## src/rtl/alu_control_sequencer.sv

```systemverilog
// Four-state ALU sequencer: DECODE, EXECUTE strobe, WRITEBACK; wr_en is high in the third cycle after the accept edge.
// Takes at most one instruction every four cycles; instr_ready is high only in IDLE, and instr_valid is ignored elsewhere.
module alu_control_sequencer #(
  parameter int REG_ADDR_WIDTH = 2
) (
  input  logic                      clk,
  input  logic                      rst_n,
  input  logic                      instr_valid,
  output logic                      instr_ready,
  input  logic [7:0]                instr,
  input  logic                      alu_overflow,
  output logic                      alu_add,
  output logic                      alu_sub,
  output logic                      alu_and,
  output logic                      alu_or,
  output logic                      alu_xor,
  output logic                      alu_inv,
  output logic                      alu_clr,
  output logic [REG_ADDR_WIDTH-1:0] rs1_addr,
  output logic [REG_ADDR_WIDTH-1:0] rs2_addr,
  output logic                      wr_en,
  output logic [REG_ADDR_WIDTH-1:0] wr_addr,
  output logic                      ovf_flag,
  output logic                      illegal,
  output logic                      busy
);

  typedef enum logic [1:0] {
    IDLE      = 2'd0,
    DECODE    = 2'd1,
    EXECUTE   = 2'd2,
    WRITEBACK = 2'd3
  } state_t;

  localparam logic [3:0] OP_NOP = 4'd0;
  localparam logic [3:0] OP_ADD = 4'd1;
  localparam logic [3:0] OP_SUB = 4'd2;
  localparam logic [3:0] OP_AND = 4'd3;
  localparam logic [3:0] OP_OR  = 4'd4;
  localparam logic [3:0] OP_XOR = 4'd5;
  localparam logic [3:0] OP_INV = 4'd6;
  localparam logic [3:0] OP_CLR = 4'd7;

  state_t     state_q, state_d;
  logic [7:0] instr_q;
  logic [3:0] opcode;
  logic       accept;
  logic       writes_rd;

  assign opcode    = instr_q[7:4];
  assign accept    = instr_valid && (state_q == IDLE);
  // Opcodes 1-7 write rd; NOP and the undefined upper half do not.
  assign writes_rd = !opcode[3] && (opcode != OP_NOP);

  // Addresses come straight from the captured instruction, so they hold
  // their last value in IDLE until the next accept.
  assign rs1_addr = REG_ADDR_WIDTH'(instr_q[3:2]);
  assign rs2_addr = REG_ADDR_WIDTH'(instr_q[1:0]);
  assign wr_addr  = REG_ADDR_WIDTH'(instr_q[3:2]);

  always_ff @(posedge clk or negedge rst_n) begin
    if (!rst_n) begin
      state_q <= IDLE;
    end else begin
      state_q <= state_d;
    end
  end

  always_comb begin
    state_d = state_q;
    case (state_q)
      IDLE:      if (accept) state_d = DECODE;
      DECODE:    state_d = EXECUTE;
      EXECUTE:   state_d = WRITEBACK;
      WRITEBACK: state_d = IDLE;
      default:   state_d = IDLE;
    endcase
  end

  always_ff @(posedge clk or negedge rst_n) begin
    if (!rst_n) begin
      instr_q  <= 8'h00;
      illegal  <= 1'b0;
      ovf_flag <= 1'b0;
    end else begin
      if (accept) begin
        instr_q <= instr;
        illegal <= instr[7];
      end
      // Overflow lands on the EXECUTE->WRITEBACK edge so it is visible in WRITEBACK.
      if (state_q == EXECUTE) begin
        if (opcode == OP_ADD || opcode == OP_SUB) begin
          ovf_flag <= alu_overflow;
        end else if (opcode == OP_CLR) begin
          ovf_flag <= 1'b0;
        end
      end
    end
  end

  always_comb begin
    instr_ready = 1'b0;
    busy        = 1'b1;
    alu_add     = 1'b0;
    alu_sub     = 1'b0;
    alu_and     = 1'b0;
    alu_or      = 1'b0;
    alu_xor     = 1'b0;
    alu_inv     = 1'b0;
    alu_clr     = 1'b0;
    wr_en       = 1'b0;
    case (state_q)
      IDLE: begin
        instr_ready = 1'b1;
        busy        = 1'b0;
      end
      EXECUTE: begin
        case (opcode)
          OP_ADD:  alu_add = 1'b1;
          OP_SUB:  alu_sub = 1'b1;
          OP_AND:  alu_and = 1'b1;
          OP_OR:   alu_or  = 1'b1;
          OP_XOR:  alu_xor = 1'b1;
          OP_INV:  alu_inv = 1'b1;
          OP_CLR:  alu_clr = 1'b1;
          default: ;
        endcase
      end
      WRITEBACK: wr_en = writes_rd;
      default: ;
    endcase
  end

endmodule

```

## config.mk

```make
export PLATFORM = sky130hd
export DESIGN_NAME = alu_control_sequencer
export DESIGN_NICKNAME = d
export VERILOG_FILES = /design/src/rtl/alu_control_sequencer.sv
export SDC_FILE = /design/constraint.sdc
export NUM_CORES = 1
export LEC_CHECK = 0
export ABC_AREA = 1
export CORE_MARGIN = 5
export CORE_UTILIZATION = 42
export DETAILED_ROUTE_END_ITERATION = 8
export PLACE_DENSITY = 0.8
export SYNTH_ARGS = -nofsm -noshare
export SYNTH_HDL_FRONTEND = slang
export SYNTH_SLANG_ARGS = --single-unit
```

## constraint.sdc

```tcl
create_clock -name clk -period 3.4 [get_ports clk]
set_input_delay 0.68 -clock clk [delete_from_list [all_inputs] [get_ports clk]]
set_output_delay 0.68 -clock clk [all_outputs]
set_load 0.005 [all_outputs]
```

* Word level (Yosys, flattened, before mapping) *
Cells that the tools add are included.

cells by class
  divide/modulo/power cells = 0
  shift-type cells = 0
  add/subtract/negate cells = 0
  magnitude comparators = 0
  multiply operators = 0
  reduce and logical (&&, ||, !) cells = 8
  multiplexer cells = 21
  equal/unequal tests = 11
  bitwise operators = 0

operator list
  cell                                                                    count
  1-bit 2-to-1 mux                                                        19
  4-bit by 3-bit equality test with 1-bit output (second input constant)  4
  4-bit by 2-bit equality test with 1-bit output (second input constant)  2
  2-bit one-hot mux with 4 select lines                                   1
  2-bit equality test (second input constant)                             2
  4-bit by 1-bit equality test with 1-bit output (second input constant)  1
  4-bit nonzero test                                                      1
  2-bit by 1-bit equality test with 1-bit output (second input constant)  1
  1-bit logical AND                                                       2
  2-bit logical NOT                                                       1
  2-bit 2-to-1 mux                                                        1
  2-bit inequality test (second input constant)                           1
  2-bit AND reduction                                                     1
  2-bit nonzero test                                                      1
  1-bit logical NOT                                                       1
  1-bit logical OR                                                        1

storage, ports and cells
  output and inout port bits = 18
  memories kept = 0
  input port bits = 12
  latch bits = 0
  ROM bits = 0
  RAM bits = 0
  register bits = 12

* Logic depth before layout (Yosys ltp) *
Gate-level depths: netlist of run 1.

  depth in word-level cells = 4
  mapped depth = 8

* Least setup slack after synthesis of run 1 *
Ideal clock, no wire load.

  path kind = flip-flop to output port
  start point = register state_q[0]
  end point = output alu_or
  path buffers = 0
  path slack = 1.804 ns
  arrival = 0.916 ns
  stages on the path, launching flop included = 5
  path through = dfrtp_1 inv_1 ha_1 nand2_1 nor3_1

between the ends
  cells in the longest elaborated chain, start to end = 2

RTL lines
  element                 RTL line  source
  from (decl)             44        state_t state_q, state_d;
  from (signal assigned)  65        state_q <= state_d;
  2-bit equality test     112       case (state_q)
  1-bit 2-to-1 mux        112
  to (decl)               15        output logic alu_or,

No other way between the ends.

* Final worst setup path of run 1 *
  start point = register state_q[0]
  end point = output alu_and

between the ends
  cells in the longest elaborated chain, start to end = 2

RTL lines
  element              RTL line  source
  2-bit equality test  112
  1-bit 2-to-1 mux     112
  to (decl)            14        output logic alu_and,

No other way between the ends.

==> reports/metrics.yaml, run 1 <==
outcome:
  status: "completed"
setup_path:
  critPathKind: "flip-flop to output pin"
  worst_path_dominant_cell_family: "buffers and inverters"
  crit_chain: "inv_1 > ha_1 > nand3_1 > nor2_1 > clkdlybuf4s50_1"
  setup.worst_path.start_class: "flip-flop"
  cp_num_cells: 5
  cp_max_fo: 5
  crit_required_ns: 2.72
  cpPeakStageDelay_ns: 0.51
  reg2regPathDepth: 4
  critPathBufInv: 2
  r2r_slack_ns: 2.02
  worstSetupEndpointType: "output pin"
  crit_arrival_ns: 1.75
  cp_slowest_cell: "clkdlybuf4s50_1"
routing:
  drt-initial-drc-count: 10
  avgRoutedWirePerCell_um: 10.5
  drc: 0
  drt-total-wl_um: 1230
  viasPerCell: 4.54
  antenna_left: 0
  dr.pass1.iters: 4
  vias: 531
timing:
  hold_violations: 0
  fin_setup_tns_ns: 0
  max_slew_margin_pct: 68.1
  max_freq_mhz: 411
  period_share_pct: 71.6
  holdWs_ns: 0.504
  skew_ns: 0.00186
  finalSetupViolCount: 0
  rsz0062_at_grt: "no"
  worst_slew_pin_slew_ns: 0.478
  period_needed_ns: 2.43
  fin_ws_ns: 0.965
  finalMaxSlewViolations: 0
power:
  power_density_mw_per_mm2: 771
  peakVddDrop_v: 0.000425
  leakagePower_nw: 0.436
  power.total_mw: 0.700
min_path:
  hold-path-cell-count: 1
  min-delay-path-class: "flip-flop to flip-flop"
clocking:
  cts_resized: 0
  clk_pin_slew_ns: 0.07
  cts_root_buf: "clkbuf_4"
  clk_latency_ns: 0.26
  holdBufCountCts: 0
  cts_tree: "built"
  cts_sinks: 11
  post_cts_buffers: 0
  cts_buffers: 3
  htree_levels: 1
  cts_max_path_buffers: 2
finish:
  area.growth.synth_to_final_pct: 44.6
  final_common_cell: "clkdlybuf4s50_1"
  multi_input_area_um2: 255
  nets: 117
  fillerInstances: 128
  drive_gt1_share_pct: 7.92
  final_cell_mix: "clkdlybuf4s50_1, nor2_1, inv_1, dfrtp_1, nand2_1"
  stdcell_area_um2: 908
  num_antenna_cells: 0
  ff_latch_area_um2: 275
grt:
  grt.total_usage_pct: 10.9
  grt_start_max_net_pins: 13
  antenna_found_initial: 0
  grt_use_met1_pct: 12.4
  met3_usage_pct: 4.91
  grt.met2_usage_pct: 17.0
  grt_pass1_vias: 500
  grt.busiest_layer: "met2"
  grt_first_pass_wirelength_um: 2090
  grt_overflow: 0
floorplanning:
  ios: 30
  core_area_mm2: 0.00145
  placementRows: 14
  die_h_um: 48.7
  dieWidth_um: 48.7
  dieArea_mm2: 0.00237
  start_util_pct: 43.2
logic_synthesis:
  netlist_area_um2: 628
  netlist_instances: 75
  synth-seq-cells: 11
  yosysSeqAreaShare_pct: 43.8
  yosys.area.top_type_share_pct: 43.8
  synth.area.top_cells: "dfrtp_1, nor2_1, buf_4"
  synth_nets: 90
  yosys.cell_types.count: 15
  syn_area_per_cell_um2: 8.37
  yosys.area.top_type: "dfrtp_1"
  yosysWarnings: 0
placed_design:
  place_worst_setup_slack_ns: 1.24
  hpwlAfterDp_um: 1040
  place_congestion: 0.821
  port_buffers: 29
  dpl_cell_area_um2: 882
flow_run:
  maxCapViolCount: 0
-- layout make-up --
cell class / instances / area share (%)
clock buffer: 4 / 2.89
inverter: 11 / 4.55
multi-input combinational: 46 / 28.1
sequential: 11 / 30.3
tap: 16 / 2.20
timing repair buffer: 29 / 32.0
-- cells by family after synthesis --
group | Yosys count | share of synthesized area [%]
adder cells (fa/ha/maj) | 3 | 5.98
buffers and inverters | 18 | 15.5
multiplexers | 4 | 8.37
AO/OA/AOI/OAI | 9 | 7.37
flip-flops | 11 | 43.8
AND/OR/NAND/NOR | 30 | 18.9
-- report_power, final --
part | switching, mW | leakage (nW) | internal [mW]
clock | 0.0415 | 0.0150 | 0.0453
combinational | 0.163 | 0.294 | 0.212
sequential | 0.0435 | 0.127 | 0.196
-- path summary, 6_finish.rpt --
check	startpoint	endpoint
worst max-delay path	state_q[0]	alu_and
worst min-delay path	instr_q[1]	instr_q[1]
worst max register to register	state_q[0]	instr_q[1]
worst min register to register	instr_q[1]	instr_q[1]
max in group asynchronous	rst_n	illegal
min in group asynchronous	rst_n	instr_q[2]
-- registers in the layout, summed over array words and instances, names as in the netlist --
name and flops:
ovf_flag 1, instr_q 7, state_q 2, illegal 1
-- routing by layer --
| metal | up-vias | share of wire [%] |
|---|---|---|
| li1 | 279 | - |
| met2 | 21 | 45 |
| met4 | 0 | 0.49 |
| met3 | 2 | 10 |
| met5 | - | 0 |
| met1 | 229 | 44 |
-- metrics by stage --
step,std cells,util (%)
after floorplan,75,-
after global placement,113,60.7
after detailed placement,113,60.7
after CTS,117,62.5
after global routing,117,62.5
final,117,62.5
-- synth_stat cells --
cell and number:
nor2_1 16, dfrtp_1 11, inv_1 11, nand2_1 10, a21oi_1 7, buf_4 6, ha_1 3, mux2_2 2
mux2_4 2, nand3_1 2, a31oi_1 1, buf_6 1, nand2_2 1, nor3_1 1, o21ai_0 1
-- worst register-to-register path: stages (launching register included) --
cell and delay, ns:
dfrtp_1 0.36, inv_1 0.07, ha_1 0.25, nand2_2 0.23, mux2_2 0.36
(Power assumes the default switching activity.)
==> run 2, diff against run 1 <==
--- a/config.mk
+++ b/config.mk
@@ -7,9 +7,9 @@
 export LEC_CHECK = 0
 export ABC_AREA = 1
 export CORE_MARGIN = 5
-export CORE_UTILIZATION = 42
+export CORE_UTILIZATION = 39
 export DETAILED_ROUTE_END_ITERATION = 8
-export PLACE_DENSITY = 0.8
+export PLACE_DENSITY = 0.75
 export SYNTH_ARGS = -nofsm -noshare
 export SYNTH_HDL_FRONTEND = slang
 export SYNTH_SLANG_ARGS = --single-unit
==> constraint.sdc (replaced) <==
create_clock -name clk -period 2.3 [get_ports clk]
set_input_delay 0.46 -clock clk [delete_from_list [all_inputs] [get_ports clk]]
set_output_delay 0.46 -clock clk [all_outputs]
set_load 0.005 [all_outputs]
==> run 2 against run 1 <==
  * Critical path type unchanged
  * Worst setup slack got worse by 0.80 ns
  * Largest power group unchanged
  * Critical path depth did not move
  * Clock-buffer cell count did not move
  * Worst hold slack improved by 0.014 ns
  * Clock power rose by 49%
  * Cell area rose by 1.4%
  * Sequential share of layout area fell by 0.41 points
==> reports/metrics.yaml, run 2 (same netlist as run 1, synthesis figures left out) <==
routing:
  drt-total-wl_um: 1340  # +8.3%
  drc: 0  # unchanged
  dr.pass1.iters: 4  # unchanged
  top_layer_used: "met4"
  antenna_left: 0  # unchanged
  met1Wirelength_um: 568  # +4.6%
  avgRoutedWirePerCell_um: 11.4  # +8.3%
  vias: 545  # +2.6%
  viasPerCell: 4.66  # +2.6%
  drt-initial-drc-count: 17  # +7
  met3_length_um: 124  # -2.4%
  met2_length_um: 631  # +13%
setup_path:
  worst_path_dominant_cell_family: "buffers and inverters"
  cp_max_fo: 5  # unchanged
  critPathBufInv: 2  # unchanged
  critPathKind: "flip-flop to output pin"
  setup.worst_path.start_class: "flip-flop"
  cp_slowest_cell: "clkdlybuf4s50_1"
  reg2regPathDepth: 4  # unchanged
  worstSetupEndpointType: "output pin"
  cp_num_cells: 5  # unchanged
  crit_arrival_ns: 1.67  # -0.08 ns
  crit_chain: "inv_2 > ha_4 > nand3_1 > nor2_1 > clkdlybuf4s50_1"
  cpPeakStageDelay_ns: 0.50  # about the same
  crit_required_ns: 1.84  # -0.88 ns
floorplanning:
  placementRows: 14  # unchanged
  dieArea_mm2: 0.00251  # +6.1%
  ios: 30  # unchanged
  core_area_mm2: 0.00152  # +4.8%
  die_h_um: 50.1  # +3.0%
  dieWidth_um: 50.1  # +3.0%
  start_util_pct: 41.2  # -2.0 points
placed_design:
  hpwlAfterDp_um: 1080  # +4.1%
  port_buffers: 29  # unchanged
  place_congestion: 0.798  # -2.8%
grt:
  grt_start_max_net_pins: 13  # unchanged
  grt.total_usage_pct: 11.8  # +0.95 points
  antenna_found_initial: 0  # unchanged
  grt_pass1_vias: 584  # +17%
  grt_first_pass_wirelength_um: 2360  # +13%
  grt_overflow: 0  # unchanged
timing:
  rsz0062_at_grt: "no"
  period_needed_ns: 2.13
  max_slew_margin_pct: 66.9  # -1.2 points
  worst_slew_pin_slew_ns: 0.495  # +0.0176 ns
  finalMaxSlewViolations: 0  # unchanged
  max_freq_mhz: 469
  period_share_pct: 92.7
  hold_violations: 0  # unchanged
  skew_ns: 0.00286  # +0.00100 ns
  fin_setup_tns_ns: 0  # unchanged
  finalSetupViolCount: 0  # unchanged
finish:
  final_common_cell: "clkdlybuf4s50_1"
  largest_reg_flops: 7  # unchanged
  drive_gt1_share_pct: 9.90  # +2.0 points
  num_antenna_cells: 0  # unchanged
  largest_register: "instr_q"
  largestRegisters: "instr_q x7, state_q x2"
  final_cell_mix: "clkdlybuf4s50_1, nor2_1, dfrtp_1"
  fillerInstances: 139  # +8.6%
  nets: 117  # unchanged
  area.growth.synth_to_final_pct: 46.6
clocking:
  cts_root_buf: "clkbuf_4"
  holdBufCountCts: 0  # unchanged
  clk_latency_ns: 0.26  # about the same
  clk_pin_slew_ns: 0.07  # about the same
  cts_buffers: 3  # unchanged
  post_cts_buffers: 0  # unchanged
  cts_max_path_buffers: 2  # unchanged
  cts_tree: "built"
  cts_sinks: 11  # unchanged
  htree_levels: 1  # unchanged
power:
  peakVddDrop_v: 0.000625  # +47%
  leakagePower_nw: 0.435  # -0.16%
  power_density_mw_per_mm2: 1160  # +50%
  power.total_mw: 1.06  # +52%
outcome:
  status: "completed"
flow_run:
  maxCapViolCount: 0  # unchanged
min_path:
  hold-path-cell-count: 1  # unchanged
  min-delay-path-class: "flip-flop to flip-flop"
[run 2: timing repair]
item                                   in CTS  in global routing
endpoints found under the hold margin       0                  0
gates resized for setup                     0                  3
setup endpoints to repair                   0                  6
[run 2: worst paths after layout]
| check | startpoint | endpoint | slack (ns) |
|---|---|---|---|
| max reg2reg | state_q[1] | instr_q[1] | 0.85 |
| min reg2reg | instr_q[1] | instr_q[1] | 0.52 |
| min in group asynchronous | rst_n | instr_q[0] | 0.53 |
| max in group asynchronous | rst_n | instr_q[4] | 1.44 |
| min | instr_q[1] | instr_q[1] | 0.52 |
| max | state_q[0] | alu_and | 0.17 |
[run 2: power breakdown]
part           internal, mW  leakage, nW  switching [mW]  total (mW)
Sequential            0.289        0.127          0.0715       0.361
Combinational         0.324        0.294           0.250       0.575
Clock                0.0669       0.0150          0.0624       0.129
Total                 0.681        0.435           0.384        1.06
[run 2: area by class of cell]
cell class | instances | area [um^2] | area share (%)
Timing Repair Buffer | 29 | 290 | 31.5
Sequential cell | 11 | 275 | 29.9
Multi-Input combinational cell | 46 | 268 | 29.1
Inverter | 11 | 41.3 | 4.48
Clock buffer | 4 | 26.3 | 2.85
Tap cell | 16 | 20.0 | 2.17
[run 2: routing by layer]
layer / vias to the layer above / GRT usage, %
met5: - / 0
met4: 0 / 6.55
met3: 2 / 3.85
met2: 22 / 18.8
met1: 240 / 13.8
li1: 281 / -
[run 2: metrics by stage]
stage | util (%) | setup WS (ns) | instances | hold WS, ns | cell area [um^2]
floorplan | - | 0.924 | 75 | 0.164 | 628
global placement | 57.9 | 0.411 | 113 | 0.488 | 882
detailed placement | 57.9 | 0.322 | 113 | 0.500 | 882
CTS | 59.6 | 0.0279 | 117 | 0.521 | 908
global route | 60.4 | 0.00904 | 117 | 0.545 | 921
finish | 60.4 | 0.168 | 117 | 0.518 | 921
==> run 3, diff against run 2 <==
--- a/config.mk
+++ b/config.mk
@@ -6,6 +6,7 @@
 export NUM_CORES = 1
 export LEC_CHECK = 0
 export ABC_AREA = 1
+export CAP_MARGIN = 20
 export CORE_MARGIN = 5
 export CORE_UTILIZATION = 39
 export DETAILED_ROUTE_END_ITERATION = 8
==> results of run 3 <==
No change in the layout: final DEF, timing and power equal those of run 2.
